<file path="src/rtl/sa_pkg.sv">
// Shared systolic-array package.
// Holds the feature-fetch FSM state enum and the default widths and hold
// length used by feature_fetch_ctrl.
package sa_pkg;

  localparam int FEAT_ADDRS_WIDTH_DEF    = 12;
  localparam int FEAT_COUNT_WIDTH_DEF    = 10;
  localparam int COUNTER_ROUND_WIDTH_DEF = 3;
  localparam int HOLD_CYCLES_DEF         = 16;

  typedef enum logic [1:0] {
    FF_IDLE       = 2'd0,
    FF_STREAM     = 2'd1,
    FF_PASS_END   = 2'd2,
    FF_FINAL_HOLD = 2'd3
  } feat_fetch_state_e;

endpackage

</file>
<file path="src/rtl/counter.sv">
// Generic up-counter with synchronous clear.
// Ports: clk_i clock, rst_ni sync active-low reset, clr_i clear (wins over
// en_i), en_i increment, cnt_o current count.
module counter #(
  parameter int WIDTH = 4
) (
  input  logic             clk_i,
  input  logic             rst_ni,
  input  logic             clr_i,
  input  logic             en_i,
  output logic [WIDTH-1:0] cnt_o
);

  always_ff @(posedge clk_i) begin
    if (!rst_ni)    cnt_o <= '0;
    else if (clr_i) cnt_o <= '0;
    else if (en_i)  cnt_o <= cnt_o + WIDTH'(1);
  end

endmodule

</file>
<file path="src/rtl/feature_fetch_ctrl.sv">
// Input-feature stream sequencer for the systolic array.
// Accepts a job descriptor (base, features per pass, weight rounds), issues
// one feature-buffer read per request, raises end_feature_o after each
// pass, repeats the stream per round, then holds end_feature_o for
// HOLD_CYCLES before pulsing done_o.
// Ports:
//   clk_i, rst_ni            clock, synchronous active-low reset
//   cfg_valid_i/cfg_ready_o  descriptor handshake
//   cfg_base_addrs_i         first feature address
//   cfg_num_features_i       features per pass
//   cfg_max_round_i          number of weight passes
//   cfg_stride_i             address stride (FEAT_FETCH_STRIDE_EN only)
//   rd_feature_ld_i, load_i  requests from the array controller
//   feat_rd_en_o/feat_addrs_o feature-buffer read
//   end_feature_o, round_o, busy_o, done_o  status (all registered)
// Build option: define FEAT_FETCH_STRIDE_EN to add cfg_stride_i; otherwise
// the stride is fixed at 1.
module feature_fetch_ctrl
  import sa_pkg::*;
#(
  parameter int FEAT_ADDRS_WIDTH    = FEAT_ADDRS_WIDTH_DEF,
  parameter int FEAT_COUNT_WIDTH    = FEAT_COUNT_WIDTH_DEF,
  parameter int COUNTER_ROUND_WIDTH = COUNTER_ROUND_WIDTH_DEF,
  parameter int HOLD_CYCLES         = HOLD_CYCLES_DEF
) (
  input  logic                           clk_i,
  input  logic                           rst_ni,
  input  logic                           cfg_valid_i,
  output logic                           cfg_ready_o,
  input  logic [FEAT_ADDRS_WIDTH-1:0]    cfg_base_addrs_i,
  input  logic [FEAT_COUNT_WIDTH-1:0]    cfg_num_features_i,
  input  logic [COUNTER_ROUND_WIDTH-1:0] cfg_max_round_i,
`ifdef FEAT_FETCH_STRIDE_EN
  input  logic [FEAT_ADDRS_WIDTH-1:0]    cfg_stride_i,
`endif
  input  logic                           rd_feature_ld_i,
  input  logic                           load_i,
  output logic                           feat_rd_en_o,
  output logic [FEAT_ADDRS_WIDTH-1:0]    feat_addrs_o,
  output logic                           end_feature_o,
  output logic [COUNTER_ROUND_WIDTH-1:0] round_o,
  output logic                           busy_o,
  output logic                           done_o
);

  localparam int HOLD_W = $clog2(HOLD_CYCLES + 1);
  localparam logic [HOLD_W-1:0]              HOLD_LAST = HOLD_W'(HOLD_CYCLES);
  localparam logic [FEAT_COUNT_WIDTH-1:0]    CNT_ONE   = FEAT_COUNT_WIDTH'(1);
  localparam logic [COUNTER_ROUND_WIDTH-1:0] RND_ONE   = COUNTER_ROUND_WIDTH'(1);

  feat_fetch_state_e state_q, state_d;

  logic [FEAT_ADDRS_WIDTH-1:0]    base_q, offset;
  logic [FEAT_COUNT_WIDTH-1:0]    num_q, idx;
  logic [COUNTER_ROUND_WIDTH-1:0] max_q, rnd;
  logic [HOLD_W-1:0]              hold;
`ifdef FEAT_FETCH_STRIDE_EN
  logic [FEAT_ADDRS_WIDTH-1:0]    stride_q;
`endif

  logic accept, degen, issue, last_idx, final_pass, pass_load, hold_done;
  logic rd_en_d, end_d, done_d;
  logic ready_q, busy_q, rd_en_q, end_q, done_q;
  logic [FEAT_ADDRS_WIDTH-1:0] addr_q;

  assign accept     = (state_q == FF_IDLE) && cfg_valid_i;
  assign degen      = (cfg_num_features_i == '0) || (cfg_max_round_i == '0);
  assign issue      = (state_q == FF_STREAM) && rd_feature_ld_i;
  assign last_idx   = (idx == num_q - CNT_ONE);
  assign final_pass = (rnd == max_q - RND_ONE);
  assign pass_load  = (state_q == FF_PASS_END) && load_i;
  assign hold_done  = (state_q == FF_FINAL_HOLD) && (hold == HOLD_LAST);

`ifdef FEAT_FETCH_STRIDE_EN
  assign offset = FEAT_ADDRS_WIDTH'(idx) * stride_q;
`else
  assign offset = FEAT_ADDRS_WIDTH'(idx);
`endif

  // Feature index: restarts on accept and at the start of every pass.
  counter #(.WIDTH(FEAT_COUNT_WIDTH)) u_idx_cnt (
    .clk_i(clk_i), .rst_ni(rst_ni), .clr_i(accept || pass_load),
    .en_i(issue), .cnt_o(idx)
  );

  // Round: cleared again on completion so IDLE reports round 0.
  counter #(.WIDTH(COUNTER_ROUND_WIDTH)) u_rnd_cnt (
    .clk_i(clk_i), .rst_ni(rst_ni), .clr_i(accept || hold_done),
    .en_i(pass_load), .cnt_o(rnd)
  );

  // Hold cycles spent in FINAL_HOLD; zero on entry.
  counter #(.WIDTH(HOLD_W)) u_hold_cnt (
    .clk_i(clk_i), .rst_ni(rst_ni), .clr_i(state_q != FF_FINAL_HOLD),
    .en_i(state_q == FF_FINAL_HOLD), .cnt_o(hold)
  );

  always_comb begin
    state_d = state_q;
    end_d   = 1'b0;
    done_d  = 1'b0;
    rd_en_d = issue;
    unique case (state_q)
      FF_IDLE: begin
        if (cfg_valid_i) begin
          if (degen) done_d  = 1'b1;
          else       state_d = FF_STREAM;
        end
      end
      FF_STREAM: begin
        if (issue && last_idx) state_d = final_pass ? FF_FINAL_HOLD : FF_PASS_END;
      end
      FF_PASS_END: begin
        // end_feature_o is computed from the current state, so it appears
        // one cycle after the last strobe and drops once load_i is seen.
        if (load_i) state_d = FF_STREAM;
        else        end_d   = 1'b1;
      end
      FF_FINAL_HOLD: begin
        if (hold_done) begin
          state_d = FF_IDLE;
          done_d  = 1'b1;
        end else begin
          end_d = 1'b1;
        end
      end
      default: state_d = FF_IDLE;
    endcase
  end

  always_ff @(posedge clk_i) begin
    if (!rst_ni) begin
      state_q  <= FF_IDLE;
      ready_q  <= 1'b0;
      busy_q   <= 1'b0;
      rd_en_q  <= 1'b0;
      end_q    <= 1'b0;
      done_q   <= 1'b0;
      addr_q   <= '0;
      base_q   <= '0;
      num_q    <= '0;
      max_q    <= '0;
`ifdef FEAT_FETCH_STRIDE_EN
      stride_q <= '0;
`endif
    end else begin
      state_q <= state_d;
      ready_q <= (state_d == FF_IDLE);
      busy_q  <= (state_d != FF_IDLE);
      rd_en_q <= rd_en_d;
      end_q   <= end_d;
      done_q  <= done_d;
      if (issue) addr_q <= base_q + offset;
      if (accept) begin
        base_q   <= cfg_base_addrs_i;
        num_q    <= cfg_num_features_i;
        max_q    <= cfg_max_round_i;
`ifdef FEAT_FETCH_STRIDE_EN
        stride_q <= cfg_stride_i;
`endif
      end
    end
  end

  assign cfg_ready_o   = ready_q;
  assign busy_o        = busy_q;
  assign feat_rd_en_o  = rd_en_q;
  assign feat_addrs_o  = addr_q;
  assign end_feature_o = end_q;
  assign done_o        = done_q;
  assign round_o       = rnd;

endmodule

</file>
<file path="config.mk">
export PLATFORM = sky130hd
export DESIGN_NAME = feature_fetch_ctrl
export DESIGN_NICKNAME = d
export VERILOG_FILES = /design/src/rtl/sa_pkg.sv /design/src/rtl/counter.sv /design/src/rtl/feature_fetch_ctrl.sv
export SDC_FILE = /design/constraint.sdc
export NUM_CORES = 1
export LEC_CHECK = 0
export ABC_CLOCK_PERIOD_IN_PS = 4310
export CORE_AREA = 2 2 100 102
export CTS_CLUSTER_DIAMETER = 60
export DETAILED_ROUTE_END_ITERATION = 16
export DIE_AREA = 0 0 102 104
export PLACE_DENSITY = 0.57
export SYNTH_ARGS = -nofsm -noshare
export SYNTH_HDL_FRONTEND = slang
export SYNTH_SLANG_ARGS = --single-unit
export TNS_END_PERCENT = 30
</file>
<file path="constraint.sdc">
create_clock -name clk_i -period 4.31 [get_ports clk_i]
set_input_delay 1.0775 -clock clk_i [delete_from_list [all_inputs] [get_ports clk_i]]
set_output_delay 1.0775 -clock clk_i [all_outputs]
set_load 0.05 [all_outputs]
</file>
==> results of run 1 <==
-- layout make-up --
class                      count  area, um2
clock buffer                  12      165.2
clock inverter                 3      42.54
fill                         992       5393
inverter                      19      71.32
multi-input combinational    320       1957
sequential                    62       1241
tap                          133      166.4
timing repair buffer          52      513.0
-- worst min-delay path, cell delays in order (launching register included) --
cell and delay [ps]:
sky130_fd_sc_hd__dfxtp_1 310, sky130_fd_sc_hd__nand2_1 50, sky130_fd_sc_hd__a21oi_1 50
-- per-stage QoR --
step	hold slack [ps]	setup WS, ps	area [um2]	instances	total power (W)
2_1_floorplan	429.7	1927	3346	419	0.0007854
3_3_place_gp	446.4	1224	3949	586	0.0008614
3_5_place_dp	444.4	1218	3949	586	0.0008642
4_1_cts	458.1	1567	4156	601	0.001412
5_1_grt	477.9	1464	4156	601	0.001466
6_report	456.1	1548	4156	601	0.001392
-- power by group through the flow --
stage | clock, W | combinational, W | sequential [W]
after detailed placement | 0 | 0.000231 | 0.000633
after CTS | 0.000560 | 0.000232 | 0.000620
after floorplan | 0 | 0.000138 | 0.000647
after global placement | 0 | 0.000229 | 0.000633
final | 0.000541 | 0.000231 | 0.000621
after global routing | 0.000585 | 0.000257 | 0.000624
-- worst max-delay path by stage --
stage	from	end	depth (start not counted)
2_1_floorplan	rd_feature_ld_i	busy_o	7
3_3_place_gp	rd_feature_ld_i	busy_o	9
3_5_place_dp	rd_feature_ld_i	busy_o	9
4_1_cts	rd_feature_ld_i	busy_o	9
5_1_grt	rd_feature_ld_i	busy_o	9
6_report	rd_feature_ld_i	busy_o	9
-- registers in the layout (all words and copies together), names as in the netlist --
name	count
base_q	12
feat_addrs_o	12
u_rnd_cnt.cnt_o	3
max_q	3
done_o	1
u_hold_cnt.cnt_o	5
end_feature_o	1
num_q	10
u_idx_cnt.cnt_o	10
busy_o	1
feat_rd_en_o	1
state_q	2
cfg_ready_o	1
-- cells in the mapped netlist (2+ instances only) --
cell                        count  area, um2
sky130_fd_sc_hd__nand2_1       80      300.3
sky130_fd_sc_hd__dfxtp_1       62       1241
sky130_fd_sc_hd__a21oi_1       42      210.2
sky130_fd_sc_hd__nor2_1        29      108.9
sky130_fd_sc_hd__ha_1          21      262.8
sky130_fd_sc_hd__nand3_1       18      90.09
sky130_fd_sc_hd__xor2_1        18      157.7
sky130_fd_sc_hd__inv_1         17      63.81
sky130_fd_sc_hd__nor3_1        16      80.08
sky130_fd_sc_hd__clkbuf_1      15      56.30
sky130_fd_sc_hd__xnor2_1       13      113.9
sky130_fd_sc_hd__o21ai_1        8      40.04
sky130_fd_sc_hd__and3_1         7      43.79
sky130_fd_sc_hd__nand4_1        6      37.54
sky130_fd_sc_hd__and2_1         5      31.28
sky130_fd_sc_hd__o21ai_0        5      25.02
sky130_fd_sc_hd__a211oi_1       4      30.03
sky130_fd_sc_hd__a21o_1         4      30.03
sky130_fd_sc_hd__o21a_1         4      30.03
sky130_fd_sc_hd__a31oi_1        3      18.77
sky130_fd_sc_hd__nand3b_1       3      22.52
sky130_fd_sc_hd__nor4_1         3      18.77
sky130_fd_sc_hd__a211oi_2       2      25.02
sky130_fd_sc_hd__a21boi_1       2      15.01
sky130_fd_sc_hd__nor2b_1        2      12.51
sky130_fd_sc_hd__nor4b_1        2      17.52
sky130_fd_sc_hd__o2111ai_1      2      17.52
sky130_fd_sc_hd__o211ai_2       2      25.02
sky130_fd_sc_hd__or2_1          2      12.51
-- layer usage --
metal,part of all wire,vias up,GRT usage
met3,0.035,14,0.04435
li1,-,1544,-
met5,0,-,0
met1,0.48,1376,0.2046
met4,0.017,0,0.05429
met2,0.47,54,0.2580
-- kinds of logic after synthesis --
group,Yosys count
simple gates,175
buf+inv,37
compound gates,92
xor+xnor,31
fa+ha+maj,22
flops,62
==> impl_metrics.xml, run 1 <==
<?xml version="1.0" encoding="UTF-8"?>
<metrics>
  <group name="clocking">
    <metric name="cts.repair_timing.setup_buffer_count" unit="">0</metric>
    <metric name="clkSinkCount" unit="">62</metric>
    <metric name="cts_root_buf" unit="">sky130_fd_sc_hd__clkbuf_8</metric>
    <metric name="ctsHoldBuffers" unit="">0</metric>
    <metric name="cts_buffers" unit="">9</metric>
    <metric name="worstSkewPairLatency" unit="ps">350</metric>
    <metric name="cts_resizes" unit="">0</metric>
    <metric name="clk_transition_reported_paths" unit="ps">70</metric>
    <metric name="htree_levels" unit="">3</metric>
    <metric name="cts_max_path_buffers" unit="">2</metric>
    <metric name="tritoncts" unit="">built</metric>
  </group>
  <group name="timing">
    <metric name="fin_tns_setup" unit="ps">0</metric>
    <metric name="hold_viol" unit="">0</metric>
    <metric name="final.min_clock_period" unit="ps">2762</metric>
    <metric name="post-route-period-util" unit="">0.6408</metric>
    <metric name="tightest_slew" unit="ps">1015</metric>
    <metric name="fin_worst_skew" unit="ps">8.627</metric>
    <metric name="fmax" unit="MHz">362.1</metric>
    <metric name="rsz_0062_raised_after_global_routing" unit="">false</metric>
    <metric name="timing.final.setup_violations" unit="">0</metric>
    <metric name="finalMaxSlewViolations" unit="">0</metric>
    <metric name="worst_slew_margin_relative_to_its_limit" unit="">0.3237</metric>
  </group>
  <group name="power">
    <metric name="clock_power_share" unit="">0.389</metric>
    <metric name="power_density" unit="nW/um2">335.0</metric>
    <metric name="switching_share" unit="">0.2788</metric>
    <metric name="internal_power" unit="W">0.001004</metric>
    <metric name="sequentialPowerShare" unit="">0.446</metric>
    <metric name="power_frac_comb" unit="">0.166</metric>
    <metric name="power.leakage" unit="nW">1.589</metric>
    <metric name="ir_worst_vdd" unit="mV">0.1516</metric>
    <metric name="power_switching" unit="W">0.0003883</metric>
  </group>
  <group name="yosys">
    <metric name="synth-warning-count" unit="">0</metric>
    <metric name="largest_family_of_logic_cells_by_synthesized_area" unit="">simple AND/OR/NAND/NOR gates</metric>
    <metric name="synth_compound_gate_area_share" unit="">0.1814</metric>
    <metric name="synthXorXnorAreaFrac" unit="">0.08115</metric>
    <metric name="synth_sequential_area_ratio" unit="">0.3710</metric>
    <metric name="syn-mean-instance-area" unit="um2">7.985</metric>
    <metric name="synth-adder-area-share" unit="">0.08452</metric>
    <metric name="synth_seq_cells" unit="">62</metric>
    <metric name="synth_enable_flop_cells" unit="">0</metric>
    <metric name="synthMuxAreaShare" unit="">0</metric>
    <metric name="yosys.cell_types.count" unit="">51</metric>
    <metric name="yosys.area_share.simple" unit="">0.2378</metric>
    <metric name="async_flop_share" unit="">0</metric>
    <metric name="synthesis.instances" unit="">419</metric>
    <metric name="ys.flop_type" unit="">sky130_fd_sc_hd__dfxtp_1</metric>
    <metric name="post_synth_instance_area" unit="um2">3346</metric>
    <metric name="mappedNetlistNets" unit="">471</metric>
  </group>
  <group name="setup_path">
    <metric name="delay_of_the_slowest_cell_on_the_worst_path" unit="ps">470</metric>
    <metric name="setup.worst_path.start_class" unit="">input pin</metric>
    <metric name="cp_max_fanout" unit="">19</metric>
    <metric name="critical_path.reg2reg.endpoint" unit="">busy_o</metric>
    <metric name="critical_path.n_buffers_inverters" unit="">2</metric>
    <metric name="reg2regPathDepth" unit="">9</metric>
    <metric name="end_kind" unit="">flop</metric>
    <metric name="r2r-start" unit="">num_q[0]</metric>
    <metric name="timing.critical_path.slowest_stage_cell" unit="">sky130_fd_sc_hd__clkdlybuf4s50_1</metric>
    <metric name="worst_ep_arrival_time" unit="ps">2990</metric>
    <metric name="critPathTopFamily" unit="">buffers and inverters</metric>
    <metric name="regToRegSetupSlack" unit="ps">1940</metric>
    <metric name="timing_worst_setup_path_type" unit="">in2reg</metric>
    <metric name="timing.critical_path.required" unit="ps">4540</metric>
    <metric name="path_cells" unit="">clkdlybuf4s50_1, nand2_1, buf_4, nor3_1, nand3_1, a211oi_2, and3_1, o211ai_2, o211a_1</metric>
  </group>
  <group name="floorplan">
    <metric name="die_boundary_width" unit="um">102</metric>
    <metric name="rows" unit="">36</metric>
    <metric name="number_of_top_level_design_ports" unit="">50</metric>
    <metric name="core-area" unit="um2">9549</metric>
    <metric name="die_height" unit="um">104</metric>
    <metric name="initial_core_utilization" unit="">0.3504</metric>
    <metric name="die_area" unit="um2">10610</metric>
  </group>
  <group name="global_route">
    <metric name="via_count_of_the_first_global_routing_pass" unit="">2834</metric>
    <metric name="grt_max_degree" unit="">40</metric>
    <metric name="grt_use_total" unit="">0.1603</metric>
    <metric name="gr-total-overflow" unit="">0</metric>
    <metric name="grt_first_pass_wirelength" unit="mm">13.56</metric>
    <metric name="grt_antenna_before_repair" unit="">0</metric>
  </group>
  <group name="min_path">
    <metric name="worstHoldStart" unit="">feat_addrs_o[5]</metric>
    <metric name="hold-path-endpoint" unit="">feat_addrs_o[5]</metric>
    <metric name="hp-class" unit="">reg2reg</metric>
    <metric name="hold_depth" unit="">2</metric>
  </group>
  <group name="detailed_routing">
    <metric name="drt_pre_antenna_iters" unit="">5</metric>
    <metric name="detail-route-antenna-nets" unit="">0</metric>
    <metric name="routed_wire_length_per_instance" unit="um">13.52</metric>
    <metric name="post-route-drc-count" unit="">0</metric>
    <metric name="initialDrtViolationCount" unit="">85</metric>
    <metric name="drt-vias-per-instance" unit="">4.972</metric>
    <metric name="drt_wl_total" unit="mm">8.123</metric>
    <metric name="via_count" unit="">2988</metric>
  </group>
  <group name="finish">
    <metric name="layout-area-overhead-vs-synth" unit="%">24.23</metric>
    <metric name="antenna-diode-count" unit="">0</metric>
    <metric name="final_core_util" unit="">0.4353</metric>
    <metric name="number_of_nets_in_the_final_layout" unit="">516</metric>
    <metric name="most-common-layout-cells" unit="">sky130_fd_sc_hd__nand2_1 (80), sky130_fd_sc_hd__dfxtp_1 (62), sky130_fd_sc_hd__clkdlybuf4s50_1 (49)</metric>
    <metric name="post_route_cells_drive_above_1_share" unit="">0.05556</metric>
    <metric name="mostFrequentLayoutCell" unit="">sky130_fd_sc_hd__nand2_1</metric>
  </group>
  <group name="placed_design">
    <metric name="io_buf_count" unit="">49</metric>
    <metric name="place.detailed.hpwl" unit="mm">5.740</metric>
    <metric name="gp_congestion" unit="">0.8126</metric>
  </group>
  <group name="run">
    <metric name="cap_violations" unit="">0</metric>
  </group>
  <group name="status">
    <metric name="status" unit="">completed</metric>
  </group>
</metrics>
No activity file was read; power rests on OpenSTA's default activity.
==> run 2: changes to the inputs <==
ABC_CLOCK_PERIOD_IN_PS = 2600   (was 4310)
clock period = 2.6 ns   (was 4.31 ns; I/O delays follow)
==> run 2 against run 1 <==
Effect of this change:
- worst hold slack improved by 3.9 ps
- clock-buffer cell count decreased by 1
- design area increased by 2.3%
- sequential power increased by 66%
- core utilization increased by 0.98 points
==> impl_metrics.xml, run 2 (synthesis gave the netlist of run 1 again) <==
<?xml version="1.0" encoding="UTF-8"?>
<metrics>
  <group name="timing">
    <metric name="fin_worst_skew" unit="ps">11.87</metric>
    <metric name="tightest_slew" unit="ps">700.2</metric>
    <metric name="rsz_0062_raised_after_global_routing" unit="">false</metric>
    <metric name="finalMaxSlewViolations" unit="">0</metric>
    <metric name="post-route-period-util" unit="">0.8918</metric>
    <metric name="timing.final.setup_violations" unit="">0</metric>
    <metric name="fmax" unit="MHz">431.3</metric>
    <metric name="hold_viol" unit="">0</metric>
    <metric name="fin_tns_setup" unit="ps">0</metric>
    <metric name="final.min_clock_period" unit="ps">2319</metric>
    <metric name="worst_slew_margin_relative_to_its_limit" unit="">0.5273</metric>
  </group>
  <group name="run">
    <metric name="cap_violations" unit="">0</metric>
  </group>
  <group name="floorplan">
    <metric name="die_boundary_width" unit="um">102</metric>
    <metric name="number_of_top_level_design_ports" unit="">50</metric>
    <metric name="die_area" unit="um2">10610</metric>
    <metric name="die_height" unit="um">104</metric>
    <metric name="rows" unit="">36</metric>
    <metric name="initial_core_utilization" unit="">0.3504</metric>
    <metric name="core-area" unit="um2">9549</metric>
  </group>
  <group name="setup_path">
    <metric name="delay_of_the_slowest_cell_on_the_worst_path" unit="ps">480</metric>
    <metric name="critPathTopFamily" unit="">adder cells</metric>
    <metric name="timing.critical_path.slowest_stage_cell" unit="">sky130_fd_sc_hd__dfxtp_1</metric>
    <metric name="worst_ep_arrival_time" unit="ps">2530</metric>
    <metric name="end_kind" unit="">flop</metric>
    <metric name="critical_path.n_buffers_inverters" unit="">1</metric>
    <metric name="path_cells" unit="">ha_1, inv_1, fa_1, nor2b_1, o21a_1, o21ai_1, a21o_1, a21oi_1, nor3_1, nand3b_1</metric>
    <metric name="cp_max_fanout" unit="">5</metric>
    <metric name="setup.worst_path.start_class" unit="">flop</metric>
    <metric name="timing.critical_path.required" unit="ps">2810</metric>
    <metric name="timing_worst_setup_path_type" unit="">reg2reg</metric>
  </group>
  <group name="power">
    <metric name="ir_worst_vdd" unit="mV">0.2068</metric>
    <metric name="clock_power_share" unit="">0.419</metric>
    <metric name="switching_share" unit="">0.2572</metric>
    <metric name="power_switching" unit="W">0.0006284</metric>
    <metric name="totalPowerFinal" unit="W">0.002444</metric>
    <metric name="sequentialPowerShare" unit="">0.420</metric>
    <metric name="power_frac_comb" unit="">0.161</metric>
    <metric name="power.leakage" unit="nW">1.643</metric>
    <metric name="power_density" unit="nW/um2">574.9</metric>
    <metric name="internal_power" unit="W">0.001815</metric>
  </group>
  <group name="status">
    <metric name="status" unit="">completed</metric>
  </group>
  <group name="detailed_routing">
    <metric name="drt_pre_antenna_iters" unit="">4</metric>
    <metric name="drt_wl_total" unit="mm">8.136</metric>
    <metric name="via_count" unit="">3027</metric>
    <metric name="initialDrtViolationCount" unit="">92</metric>
    <metric name="routed_wire_length_per_instance" unit="um">13.38</metric>
    <metric name="drt-vias-per-instance" unit="">4.979</metric>
    <metric name="detail-route-antenna-nets" unit="">0</metric>
    <metric name="post-route-drc-count" unit="">0</metric>
  </group>
  <group name="clocking">
    <metric name="cts_resizes" unit="">0</metric>
    <metric name="clkSinkCount" unit="">62</metric>
    <metric name="cts.repair_timing.setup_buffer_count" unit="">0</metric>
    <metric name="ctsHoldBuffers" unit="">0</metric>
    <metric name="cts_buffers" unit="">9</metric>
    <metric name="htree_levels" unit="">3</metric>
    <metric name="worstSkewPairLatency" unit="ps">330</metric>
    <metric name="tritoncts" unit="">built</metric>
    <metric name="cts_root_buf" unit="">sky130_fd_sc_hd__clkbuf_8</metric>
    <metric name="clk_transition_reported_paths" unit="ps">70</metric>
    <metric name="cts_max_path_buffers" unit="">2</metric>
  </group>
  <group name="placed_design">
    <metric name="gp_congestion" unit="">0.8423</metric>
    <metric name="place.detailed.hpwl" unit="mm">6.039</metric>
    <metric name="io_buf_count" unit="">49</metric>
  </group>
  <group name="finish">
    <metric name="layout-area-overhead-vs-synth" unit="%">27.04</metric>
    <metric name="mostFrequentLayoutCell" unit="">sky130_fd_sc_hd__nand2_1</metric>
    <metric name="antenna-diode-count" unit="">0</metric>
    <metric name="post_route_cells_drive_above_1_share" unit="">0.06737</metric>
    <metric name="number_of_nets_in_the_final_layout" unit="">523</metric>
    <metric name="most-common-layout-cells" unit="">sky130_fd_sc_hd__nand2_1 (80), sky130_fd_sc_hd__dfxtp_1 (62), sky130_fd_sc_hd__clkdlybuf4s50_1 (49)</metric>
  </group>
  <group name="global_route">
    <metric name="via_count_of_the_first_global_routing_pass" unit="">3049</metric>
    <metric name="grt_antenna_before_repair" unit="">0</metric>
    <metric name="gr-total-overflow" unit="">0</metric>
    <metric name="grt_use_total" unit="">0.1608</metric>
    <metric name="grt_max_degree" unit="">26</metric>
    <metric name="grt_first_pass_wirelength" unit="mm">13.67</metric>
  </group>
  <group name="min_path">
    <metric name="hp-class" unit="">reg2reg</metric>
  </group>
</metrics>
## run 2: changes by cell type in the layout (fill, tap and decap cells not counted), sizes merged
| cell | before | now |
|---|---|---|
| buf | 3 | 10 |
| bufinv | 1 | 3 |
| clkbuf | 12 | 11 |
| clkinvlp | 1 | 0 |
## run 2: tightest hold or removal path, delay by kind of cell (launching register included)
kind / cells / cell delay, ps
DFF: 1 / 310
and+or+nand+nor: 1 / 50
AOI/OAI and AO/OA: 1 / 50
## run 2: final timing paths
check,startpoint,end,slack [ps],cells after the start
max,u_idx_cnt.cnt_o[0],feat_addrs_o[10],280,10
min,feat_addrs_o[4],feat_addrs_o[4],460,2
max reg2reg,u_idx_cnt.cnt_o[0],feat_addrs_o[10],280,10
min reg2reg,feat_addrs_o[4],feat_addrs_o[4],460,2
## run 2: layout make-up
cell class | count | area, um2
clock buffer | 11 | 141.4
clock inverter | 4 | 95.09
fill | 984 | 5299
inverter | 19 | 71.32
multi-input combinational | 320 | 1957
sequential | 62 | 1241
tap | 133 | 166.4
timing repair buffer | 59 | 578.1
## run 2: power by group through the flow
stage               clock network [W]  logic (W)  registers, W
floorplan                           0   0.000229       0.00107
global placement                    0   0.000391       0.00105
detailed placement                  0   0.000395       0.00105
CTS                           0.00105   0.000397       0.00103
global route                  0.00109   0.000439       0.00103
finish                        0.00102   0.000393       0.00103
## run 2: stage by stage
stage	area, um2	std cells	utilization	hold slack [ps]	setup slack [ps]
final	4250	608	0.4451	460.0	281.4
after global routing	4250	608	0.4451	483.8	72.96
after CTS	4250	608	0.4451	462.3	259.1
after detailed placement	4014	593	0.4203	444.9	95.06
after global placement	4014	593	0.4203	444.6	128.8
after floorplan	3346	419	-	429.7	477.8
## run 2: routing by layer
| layer | vias to the layer above | track usage | routed length (um) |
|---|---|---|---|
| met5 | - | 0 | 0 |
| met4 | 0 | 0.04286 | 49 |
| met3 | 4 | 0.04099 | 237 |
| met2 | 46 | 0.2754 | 4028 |
| met1 | 1414 | 0.1979 | 3821 |
| li1 | 1563 | - | - |
